--- src/rtl/encounter_compositor.sv ---
// Encounter compositor: per-pixel sprite compositing plus the lives/score/
// invulnerability game state machine, advanced once per frame at pixel (0,0).
module encounter_compositor #(
  parameter int unsigned LIVES        = 3,
  parameter int unsigned FLASH_FRAMES = 60,
  parameter logic [11:0] BG_COLOR     = 12'hFFF
) (
  input  logic        clock,
  input  logic        reset,
  input  logic [11:0] display_col,
  input  logic [10:0] display_row,
  input  logic        visible,
  input  logic [3:0]  plyr_red,
  input  logic [3:0]  plyr_green,
  input  logic [3:0]  plyr_blue,
  input  logic        plyr_visible,
  input  logic [3:0]  enc1_red,
  input  logic [3:0]  enc1_green,
  input  logic [3:0]  enc1_blue,
  input  logic        enc1_visible,
  input  logic [3:0]  enc2_red,
  input  logic [3:0]  enc2_green,
  input  logic [3:0]  enc2_blue,
  input  logic        enc2_visible,
  input  logic        restart,
  output logic [3:0]  vga_red,
  output logic [3:0]  vga_green,
  output logic [3:0]  vga_blue,
  output logic [2:0]  lives,
  output logic [15:0] score,
  output logic        game_over
);

  localparam int unsigned LIVES_W = 3;
  localparam int unsigned SCORE_W = 16;
  localparam int unsigned FLASH_W = 8;
  localparam int unsigned COLOR_W = 12;

  typedef enum logic [1:0] {
    ST_PLAYING   = 2'd0,
    ST_HIT_FLASH = 2'd1,
    ST_GAME_OVER = 2'd2
  } state_t;

  state_t               r_state;
  logic [LIVES_W-1:0]   r_lives;
  logic [SCORE_W-1:0]   r_score;
  logic [FLASH_W-1:0]   r_flash_cnt;
  logic                 r_hit_pending;
  logic                 r_game_over;
  logic [COLOR_W-1:0]   r_pixel;

  state_t               w_state_nxt;
  logic [LIVES_W-1:0]   w_lives_nxt;
  logic [SCORE_W-1:0]   w_score_nxt;
  logic [FLASH_W-1:0]   w_flash_nxt;
  logic                 w_hit_nxt;
  logic [COLOR_W-1:0]   w_pixel_nxt;

  logic                 w_fs;
  logic                 w_coll;
  logic                 w_plyr_drawn;
  logic [COLOR_W-1:0]   w_plyr_color;
  logic [COLOR_W-1:0]   w_enc1_color;
  logic [COLOR_W-1:0]   w_enc2_color;

  assign w_fs         = (display_col == 12'd0) && (display_row == 11'd0);
  // Collision uses the raw player mask so a blinking player still collides.
  assign w_coll       = visible && plyr_visible && (enc1_visible || enc2_visible);
  assign w_plyr_drawn = plyr_visible && !((r_state == ST_HIT_FLASH) && r_flash_cnt[3]);
  assign w_plyr_color = {plyr_blue, plyr_green, plyr_red};
  assign w_enc1_color = {enc1_blue, enc1_green, enc1_red};
  assign w_enc2_color = {enc2_blue, enc2_green, enc2_red};

  // Game state next-state logic; frame decisions happen only on the frame-start pixel.
  always_comb begin
    w_state_nxt = r_state;
    w_lives_nxt = r_lives;
    w_score_nxt = r_score;
    w_flash_nxt = r_flash_cnt;
    w_hit_nxt   = r_hit_pending;
    unique case (r_state)
      ST_PLAYING: begin
        if (w_fs) begin
          if (r_hit_pending) begin
            if (r_lives <= LIVES_W'(1)) begin
              w_lives_nxt = '0;
              w_state_nxt = ST_GAME_OVER;
            end else begin
              w_lives_nxt = r_lives - LIVES_W'(1);
              w_flash_nxt = FLASH_W'(FLASH_FRAMES);
              w_state_nxt = ST_HIT_FLASH;
            end
          end else if (r_score != {SCORE_W{1'b1}}) begin
            w_score_nxt = r_score + SCORE_W'(1);
          end
          // A collision on the frame-start pixel belongs to the new frame.
          w_hit_nxt = w_coll;
        end else if (w_coll) begin
          w_hit_nxt = 1'b1;
        end
      end
      ST_HIT_FLASH: begin
        w_hit_nxt = 1'b0;
        if (w_fs) begin
          w_flash_nxt = r_flash_cnt - FLASH_W'(1);
          if (r_flash_cnt <= FLASH_W'(1)) begin
            w_flash_nxt = '0;
            w_state_nxt = ST_PLAYING;
          end
        end
      end
      ST_GAME_OVER: begin
        w_hit_nxt = 1'b0;
        if (restart) begin
          w_state_nxt = ST_PLAYING;
          w_lives_nxt = LIVES_W'(LIVES);
          w_score_nxt = '0;
        end
      end
      default: begin
        w_state_nxt = ST_PLAYING;
        w_hit_nxt   = 1'b0;
      end
    endcase
  end

  // Pixel priority: blank outside active video, red-only palette in game over.
  always_comb begin
    w_pixel_nxt = '0;
    if (visible) begin
      if (r_state == ST_GAME_OVER) begin
        w_pixel_nxt = plyr_visible ? {8'h00, plyr_red} : {8'h00, BG_COLOR[3:0]};
      end else if (w_plyr_drawn) begin
        w_pixel_nxt = w_plyr_color;
      end else if (enc1_visible) begin
        w_pixel_nxt = w_enc1_color;
      end else if (enc2_visible) begin
        w_pixel_nxt = w_enc2_color;
      end else begin
        w_pixel_nxt = BG_COLOR;
      end
    end
  end

  // State and output registers.
  always_ff @(posedge clock or negedge reset) begin
    if (!reset) begin
      r_state       <= ST_PLAYING;
      r_lives       <= LIVES_W'(LIVES);
      r_score       <= '0;
      r_flash_cnt   <= '0;
      r_hit_pending <= 1'b0;
      r_game_over   <= 1'b0;
      r_pixel       <= '0;
    end else begin
      r_state       <= w_state_nxt;
      r_lives       <= w_lives_nxt;
      r_score       <= w_score_nxt;
      r_flash_cnt   <= w_flash_nxt;
      r_hit_pending <= w_hit_nxt;
      r_game_over   <= (w_state_nxt == ST_GAME_OVER);
      r_pixel       <= w_pixel_nxt;
    end
  end

  assign vga_blue  = r_pixel[11:8];
  assign vga_green = r_pixel[7:4];
  assign vga_red   = r_pixel[3:0];
  assign lives     = r_lives;
  assign score     = r_score;
  assign game_over = r_game_over;

endmodule

--- config.mk ---
export PLATFORM = sky130hd
export DESIGN_NAME = encounter_compositor
export DESIGN_NICKNAME = d
export VERILOG_FILES = /design/src/rtl/encounter_compositor.sv
export SDC_FILE = /design/constraint.sdc
export NUM_CORES = 1
export LEC_CHECK = 0
export ABC_AREA = 0
export CAP_MARGIN = 30
export CORE_AREA = 2 2 90 70
export CTS_CLUSTER_SIZE = 20
export DETAILED_ROUTE_END_ITERATION = 8
export DIE_AREA = 0 0 92 72
export GPL_TIMING_DRIVEN = 0
export PLACE_DENSITY_LB_ADDON = 0.05
export SYNTH_ARGS = -nofsm -noshare
export SYNTH_HDL_FRONTEND = slang
export SYNTH_SLANG_ARGS = --single-unit
--- constraint.sdc ---
create_clock -name clock -period 2.23 [get_ports clock]
set_input_delay 0.446 -clock clock [delete_from_list [all_inputs] [get_ports clock]]
set_output_delay 0.446 -clock clock [all_outputs]
set_load 0.005 [all_outputs]
==> impl_metrics.env, run 1 <==
export IMPL_antenna_violating_nets_left=0
export IMPL_synth_xor_area_share_pct=0
export IMPL_die_h_um=72
export IMPL_cpLargestDelayFamily="simple AND/OR/NAND/NOR gates"
export IMPL_timing_setup_tns_ps=0
export IMPL_syn2layout_area_growth_pct=50.6
export IMPL_synth_warning_count=0
export IMPL_hp_class="in -> async"
export IMPL_multi_input_area_mm2=0.00128
export IMPL_vias=2520
export IMPL_worst_r2r_endpoint="score[14]"
export IMPL_cts_root_buffer="sky130_fd_sc_hd__clkbuf_8"
export IMPL_post_layout_nonfiller_instances=460
export IMPL_critPathBufInv=2
export IMPL_path_max_fanout=10
export IMPL_yosysSeqAreaShare_pct=43.9
export IMPL_groute_usage_overall_pct=20.8
export IMPL_io_pins=98
export IMPL_ir_drop_mv=0.289
export IMPL_fin_ws_ps=39.1
export IMPL_synth_cell_area_mm2=0.00246
export IMPL_cts_tree="yes"
export IMPL_design_final_nets=452
export IMPL_routed_wirelength_mm=6.87
export IMPL_timing_final_max_slew_violations=0
export IMPL_vias_per_cell=5.48
export IMPL_h_tree_depth=2
export IMPL_yosysUniqueCellTypes=44
export IMPL_port_buffers=97
export IMPL_gr_total_overflow=0
export IMPL_synth_seq_cells=43
export IMPL_final_routed_drc_violation_total=0
export IMPL_power_static_leakage_uw=0.00150
export IMPL_dp_slack_ps=-280
export IMPL_cp_data_arrival_time_ps=2400
export IMPL_clk_insertion_delay_late_ps=300
export IMPL_cp_data_required_time_ps=2440
export IMPL_initial_core_util_pct=43.0
export IMPL_worst_setup_hold_path_clk_slew_ps=90
export IMPL_layout_filler_cells=466
export IMPL_die_width_um=92
export IMPL_hold_violations=0
export IMPL_cts_inserted_buffers=5
export IMPL_fin_worst_skew_ps=8.87
export IMPL_synth_compound_area_share_pct=26.9
export IMPL_number_of_flops_mapped_to_enable_cells_by_yosys=0
export IMPL_period_share_pct=98.2
export IMPL_die_area_mm2=0.00662
export IMPL_combinational_family_with_the_most_area_after_synthesis="compound AO/OA/AOI/OAI gates"
export IMPL_critPathLaunchType="input pin"
export IMPL_place_gp_congestion=0.844
export IMPL_detailedPlacementHpwl_mm=5.10
export IMPL_layout_cell_area_non_filler_mm2=0.00370
export IMPL_max_cap_violations=0
export IMPL_timing_final_setup_violations=0
export IMPL_fin_crit_ps=2190
export IMPL_register_area_mm2=0.00108
export IMPL_tritoncts_num_sinks=43
export IMPL_slew_headroom_pct=54.7
export IMPL_synthCells=275
export IMPL_synth_simple_gate_area_share_pct=21.8
export IMPL_synth_mux_area_fraction_pct=0
export IMPL_synth_nets=346
export IMPL_powerDensity_mw_per_mm2=443
export IMPL_placement_cell_area_mm2=0.00354
export IMPL_drtIter0Drc=156
export IMPL_syn_avg_cell_area_um2=8.93
export IMPL_global_route_wire_length_before_repair_mm=11.0
export IMPL_critical_path_reg2reg_startpoint="score[0]"
export IMPL_run_status="finished clean"
export IMPL_critical_path_endpoint_type="flop"
export IMPL_tightestPinTransition_ps=677
export IMPL_detail_route_wl_per_cell_um=14.9
export IMPL_synth_ff_type="sky130_fd_sc_hd__dfrtp_1"
export IMPL_worst_path_largest_cell_delay_ps=570
export IMPL_critical_path_slowest_cell="sky130_fd_sc_hd__or4_4"
export IMPL_antenna_cells=0
export IMPL_setup_reg_to_reg_worst_slack_ps=110
export IMPL_grt_pass1_vias=2286
export IMPL_cts_path_max_buffers=2
export IMPL_antenna_violations_before_repair=0
export IMPL_pin_count_of_the_biggest_net_entering_global_routing=32
export IMPL_rr_worst_depth=6
export IMPL_critical_path_cell_chain="clkdlybuf4s50_1 > or4_4 > nor2_8 > a31oi_4 > buf_6 > or3_1 > a21oi_1"
export IMPL_drt_pass1_iterations=4
export IMPL_fin_total_pwr_uw=1640
export IMPL_setup_repair_after_global_routing_missed_its_margin="true"
export IMPL_area_inside_the_core_boundary_mm2=0.00571
export IMPL_layout_drive_gt1_share_pct=8.64
export IMPL_post_place_cells=451
export IMPL_rows=24
export IMPL_timing_fmax_ghz=0.456
export IMPL_path_class="in -> reg"
export IMPL_yosys_area_share_adder_pct=2.55
export IMPL_synth_async_reset_ratio_pct=100
[timing repair]
action                     CTS  global route
resized for setup            0            15
setup endpoints to repair    0            28
buffers inserted             0             2
hold buffers                 0             0
[where the power goes]
| part | internal [uW] | total [uW] | switching [uW] |
|---|---|---|---|
| Combinational | 149 | 223 | 73.7 |
| Sequential | 795 | 798 | 3.57 |
| Clock | 334 | 617 | 283 |
[worst max path at each step]
stage | startpoint | to | slack (ps) | cells after the start
after floorplan | score[0] | score[14] | 220 | 6
final | display_col[7] | score[9] | 40 | 7
after global placement | reset | r_flash_cnt[1] | -500 | 1
after CTS | score[0] | score[6] | 20 | 8
after global routing | score[0] | score[6] | -10 | 8
after detailed placement | display_col[4] | score[10] | -280 | 6
[cell usage in the layout, fill, tap and decap left out, types with 2 or more instances in the layout]
cell type                         synthesis  final
sky130_fd_sc_hd__nand2b_1                 2      2
sky130_fd_sc_hd__a21oi_1                 28     26
sky130_fd_sc_hd__and3_1                   2      2
sky130_fd_sc_hd__nand3_1                  5      4
sky130_fd_sc_hd__and2_1                   4      4
sky130_fd_sc_hd__clkbuf_8                 0      5
sky130_fd_sc_hd__a31oi_1                  6      6
sky130_fd_sc_hd__buf_6                    1      2
sky130_fd_sc_hd__and4_1                   2      2
sky130_fd_sc_hd__o21ai_0                 22     22
sky130_fd_sc_hd__nand4_1                  4      4
sky130_fd_sc_hd__a211oi_1                 8      8
sky130_fd_sc_hd__buf_2                    2      2
sky130_fd_sc_hd__o211a_1                  2      2
sky130_fd_sc_hd__or3_1                    7      7
sky130_fd_sc_hd__buf_4                    2      4
sky130_fd_sc_hd__o211ai_1                 3      3
sky130_fd_sc_hd__nand4b_1                 3      3
sky130_fd_sc_hd__a21boi_0                 3      3
sky130_fd_sc_hd__o22ai_1                 11     11
sky130_fd_sc_hd__dfrtp_1                 41     41
sky130_fd_sc_hd__dfstp_2                  2      2
sky130_fd_sc_hd__nor4_1                   4      4
sky130_fd_sc_hd__nand2_1                 22     22
sky130_fd_sc_hd__clkdlybuf4s50_1          0     96
sky130_fd_sc_hd__or4_1                    7      6
sky130_fd_sc_hd__o31ai_1                  7      7
sky130_fd_sc_hd__ha_1                     5      5
sky130_fd_sc_hd__o21bai_1                 2      2
sky130_fd_sc_hd__nor3_1                   6      6
sky130_fd_sc_hd__o2111ai_1                5      5
sky130_fd_sc_hd__or4_4                    2      3
sky130_fd_sc_hd__nor2_1                  21     21
sky130_fd_sc_hd__inv_1                   13     13
sky130_fd_sc_hd__o22a_1                   2      2
sky130_fd_sc_hd__clkbuf_1                 7      4
sky130_fd_sc_hd__a21oi_2                  0      2
sky130_fd_sc_hd__buf_1                    2      2
[state kept, by name (all words and copies together), names as in the netlist]
register / count
score: 16
r_pixel: 12
r_flash_cnt: 8
lives: 3
r_state: 2
game_over: 1
r_hit_pending: 1
[cell families after synthesis]
family / after synthesis
adder cells (fa/ha/maj): 5
buffers and inverters: 27
flip-flops: 43
AO/OA/AOI/OAI: 103
AND/OR/NAND/NOR: 97
[layer usage]
metal / routed length, um / global-route usage [%]
met5: 0 / 0
met4: 72 / 6.97
met3: 464 / 4.15
met2: 3030 / 31.5
met1: 3310 / 30.4
[metrics by stage]
stage	util, %	hold slack (ps)
after CTS	64.0	24.5
after global placement	61.8	495
after floorplan	-	150
after global routing	64.8	31.7
final	64.8	23.8
after detailed placement	62.0	356
[cell type report]
type | instances | share of cell area (%)
multi-input cells | 205 | 34.7
flip-flops and latches | 43 | 29.2
repair buffers | 100 | 27.1
well taps | 78 | 2.64
plain buffers | 13 | 2.10
clock buffers | 5 | 1.86
inverters | 13 | 1.32
clock inverters | 3 | 1.18
[synth_stat cells (2+ instances only)]
cell type	n	area, um2
sky130_fd_sc_hd__buf_1	2	7.51
sky130_fd_sc_hd__o22ai_1	11	68.8
sky130_fd_sc_hd__nand4_1	4	25.0
sky130_fd_sc_hd__buf_2	2	10.0
sky130_fd_sc_hd__a211oi_1	8	60.1
sky130_fd_sc_hd__dfstp_2	2	52.6
sky130_fd_sc_hd__or4_4	2	22.5
sky130_fd_sc_hd__o21bai_1	2	15.0
sky130_fd_sc_hd__inv_1	13	48.8
sky130_fd_sc_hd__o21ai_0	22	110
sky130_fd_sc_hd__buf_4	2	15.0
sky130_fd_sc_hd__or4_1	7	52.6
sky130_fd_sc_hd__o31ai_1	7	52.6
sky130_fd_sc_hd__nor2_1	21	78.8
sky130_fd_sc_hd__o22a_1	2	17.5
sky130_fd_sc_hd__or3_1	7	43.8
sky130_fd_sc_hd__nand3_1	5	25.0
sky130_fd_sc_hd__and4_1	2	17.5
sky130_fd_sc_hd__o2111ai_1	5	43.8
sky130_fd_sc_hd__clkbuf_1	7	26.3
sky130_fd_sc_hd__a21boi_0	3	22.5
sky130_fd_sc_hd__nand2_1	22	82.6
sky130_fd_sc_hd__o211ai_1	3	22.5
sky130_fd_sc_hd__dfrtp_1	41	1030
sky130_fd_sc_hd__a31oi_1	6	37.5
sky130_fd_sc_hd__nor4_1	4	25.0
sky130_fd_sc_hd__nand2b_1	2	12.5
sky130_fd_sc_hd__nor2b_1	2	12.5
sky130_fd_sc_hd__nor3_1	6	30.0
sky130_fd_sc_hd__o211a_1	2	20.0
sky130_fd_sc_hd__and2_1	4	25.0
sky130_fd_sc_hd__and3_1	2	12.5
sky130_fd_sc_hd__ha_1	5	62.6
sky130_fd_sc_hd__nand4b_1	3	26.3
sky130_fd_sc_hd__a21oi_1	28	140
No activity file was read; power rests on OpenSTA's default activity.
==> inputs of run 2 (changes only) <==
- CORE_AREA: 2 2 90 70 -> 2 2 95 74
- DIE_AREA: 0 0 92 72 -> 0 0 97 76
- PLACE_DENSITY: not set -> 0.73
- PLACE_DENSITY_LB_ADDON: 0.05 -> not set
- clock period: 2.23 -> 1.9 ns (I/O delays scaled with it)
==> impl_metrics.env, run 2 (synthesized netlist as in run 1, its figures left out) <==
export IMPL_syn2layout_area_growth_pct=59.4
export IMPL_critPathLaunchType="flop"
export IMPL_cts_inserted_buffers=5
export IMPL_period_share_pct=99.3
export IMPL_tritoncts_num_sinks=43
export IMPL_design_final_nets=465
export IMPL_antenna_cells=0
export IMPL_vias=2654
export IMPL_initial_core_util_pct=37.6
export IMPL_place_gp_congestion=0.853
export IMPL_tightestPinTransition_ps=552
export IMPL_power_static_leakage_uw=0.00163
export IMPL_hold_violations=0
export IMPL_drt_pass1_iterations=5
export IMPL_layout_drive_gt1_share_pct=18.2
export IMPL_run_status="finished clean"
export IMPL_worst_setup_hold_path_clk_slew_ps=80
export IMPL_layout_common_cells="sky130_fd_sc_hd__clkdlybuf4s50_1, sky130_fd_sc_hd__dfrtp_1, sky130_fd_sc_hd__a21oi_1"
export IMPL_die_h_um=76
export IMPL_post_place_cells=457
export IMPL_pin_count_of_the_biggest_net_entering_global_routing=27
export IMPL_cp_data_arrival_time_ps=2110
export IMPL_rows=26
export IMPL_path_max_fanout=9
export IMPL_grt_pass1_vias=2431
export IMPL_h_tree_depth=2
export IMPL_detailedPlacementHpwl_mm=5.31
export IMPL_fin_crit_ps=1890
export IMPL_routed_wirelength_mm=7.68
export IMPL_cp_data_required_time_ps=2120
export IMPL_post_layout_nonfiller_instances=479
export IMPL_largest_reg_flops=16
export IMPL_layout_cells_most_common="sky130_fd_sc_hd__clkdlybuf4s50_1"
export IMPL_setup_repair_after_global_routing_missed_its_margin="true"
export IMPL_antenna_violations_before_repair=0
export IMPL_final_routed_drc_violation_total=0
export IMPL_slew_headroom_pct=62.9
export IMPL_clk_insertion_delay_late_ps=300
export IMPL_fin_worst_skew_ps=3.45
export IMPL_cts_tree="yes"
export IMPL_timing_final_setup_violations=0
export IMPL_groute_usage_overall_pct=19.7
export IMPL_hp_class="in -> async"
export IMPL_global_route_wire_length_before_repair_mm=11.9
export IMPL_detail_route_wl_per_cell_um=16.0
export IMPL_area_inside_the_core_boundary_mm2=0.00654
export IMPL_gr_total_overflow=0
export IMPL_timing_setup_tns_ps=0
export IMPL_timing_final_max_slew_violations=0
export IMPL_antenna_violating_nets_left=0
export IMPL_timing_fmax_ghz=0.530
export IMPL_io_pins=98
export IMPL_ir_drop_mv=0.279
export IMPL_cts_root_buffer="sky130_fd_sc_hd__clkbuf_8"
export IMPL_fin_total_pwr_uw=1760
export IMPL_vias_per_cell=5.54
export IMPL_powerDensity_mw_per_mm2=451
export IMPL_drtIter0Drc=133
export IMPL_max_cap_violations=0
export IMPL_die_width_um=97
export IMPL_cts_path_max_buffers=2
export IMPL_utilization_pct=59.9
export IMPL_die_area_mm2=0.00737
export IMPL_port_buffers=97
export IMPL_path_class="reg -> reg"
export IMPL_critical_path_endpoint_type="flop"
## run 2: repair_timing
action,4_1_cts,5_1_grt
setup endpoints to repair,38,27
cloned,3,1
pin swaps,19,11
buffers inserted,7,5
hold endpoints to repair,0,0
resized for setup,54,28
hold buffers,0,0
## run 2: path summary, 6_finish.rpt
kind	depth (start not counted)	endpoint	slack, ps	from
max	7	score[4]	10	score[6]
min	1	score[11]	10	reset
max in group asynchronous	2	r_state[1]	1380	reset
max reg2reg	7	score[4]	10	score[6]
min reg2reg	2	lives[1]	510	lives[1]
min in group clock	2	lives[1]	510	lives[1]
## run 2: per-stage QoR
| stage | hold WS, ps | worst slack [ps] | instance area [um2] |
|---|---|---|---|
| floorplan | 84.4 | -12.9 | 2480 |
| global placement | 493 | -723 | 3550 |
| detailed placement | 354 | -553 | 3570 |
| CTS | 29.7 | 1.03 | 3800 |
| global route | 35.1 | -75.4 | 3920 |
| finish | 12.9 | 13.7 | 3920 |
## run 2: area by class of cell
class | instances | area (um2)
inverters | 13 | 48.8
multi-input cells | 206 | 1410
clock inverters | 1 | 5.00
plain buffers | 12 | 103
fillers | 568 | 2620
repair buffers | 113 | 1090
clock buffers | 7 | 76.3
flip-flops and latches | 43 | 1080
well taps | 84 | 105
## run 2: critical path, cell delays in order, from the launching register on
cell and delay (ps):
sky130_fd_sc_hd__dfrtp_1 390, sky130_fd_sc_hd__buf_6 140, sky130_fd_sc_hd__nand4_1 150, sky130_fd_sc_hd__or4_4 580, sky130_fd_sc_hd__nor2_4 170, sky130_fd_sc_hd__buf_6 150, sky130_fd_sc_hd__o31ai_1 60, sky130_fd_sc_hd__a21oi_1 160
## run 2: power by group
group | internal, uW | switching, uW | total (uW)
clock | 258 | 315 | 574
sequential | 933 | 5.14 | 938
combinational | 161 | 91.6 | 253
## run 2: layer usage
metal / part of all wire [%] / vias to the layer above / wire length (um) / GRT usage (%)
met2: 49 / 79 / 3770 / 30.9
li1: - / 1278 / - / -
met5: 0 / - / 0 / 0
met1: 45 / 1286 / 3430 / 27.2
met3: 4.8 / 11 / 365 / 4.31
met4: 1.4 / 0 / 110 / 6.62
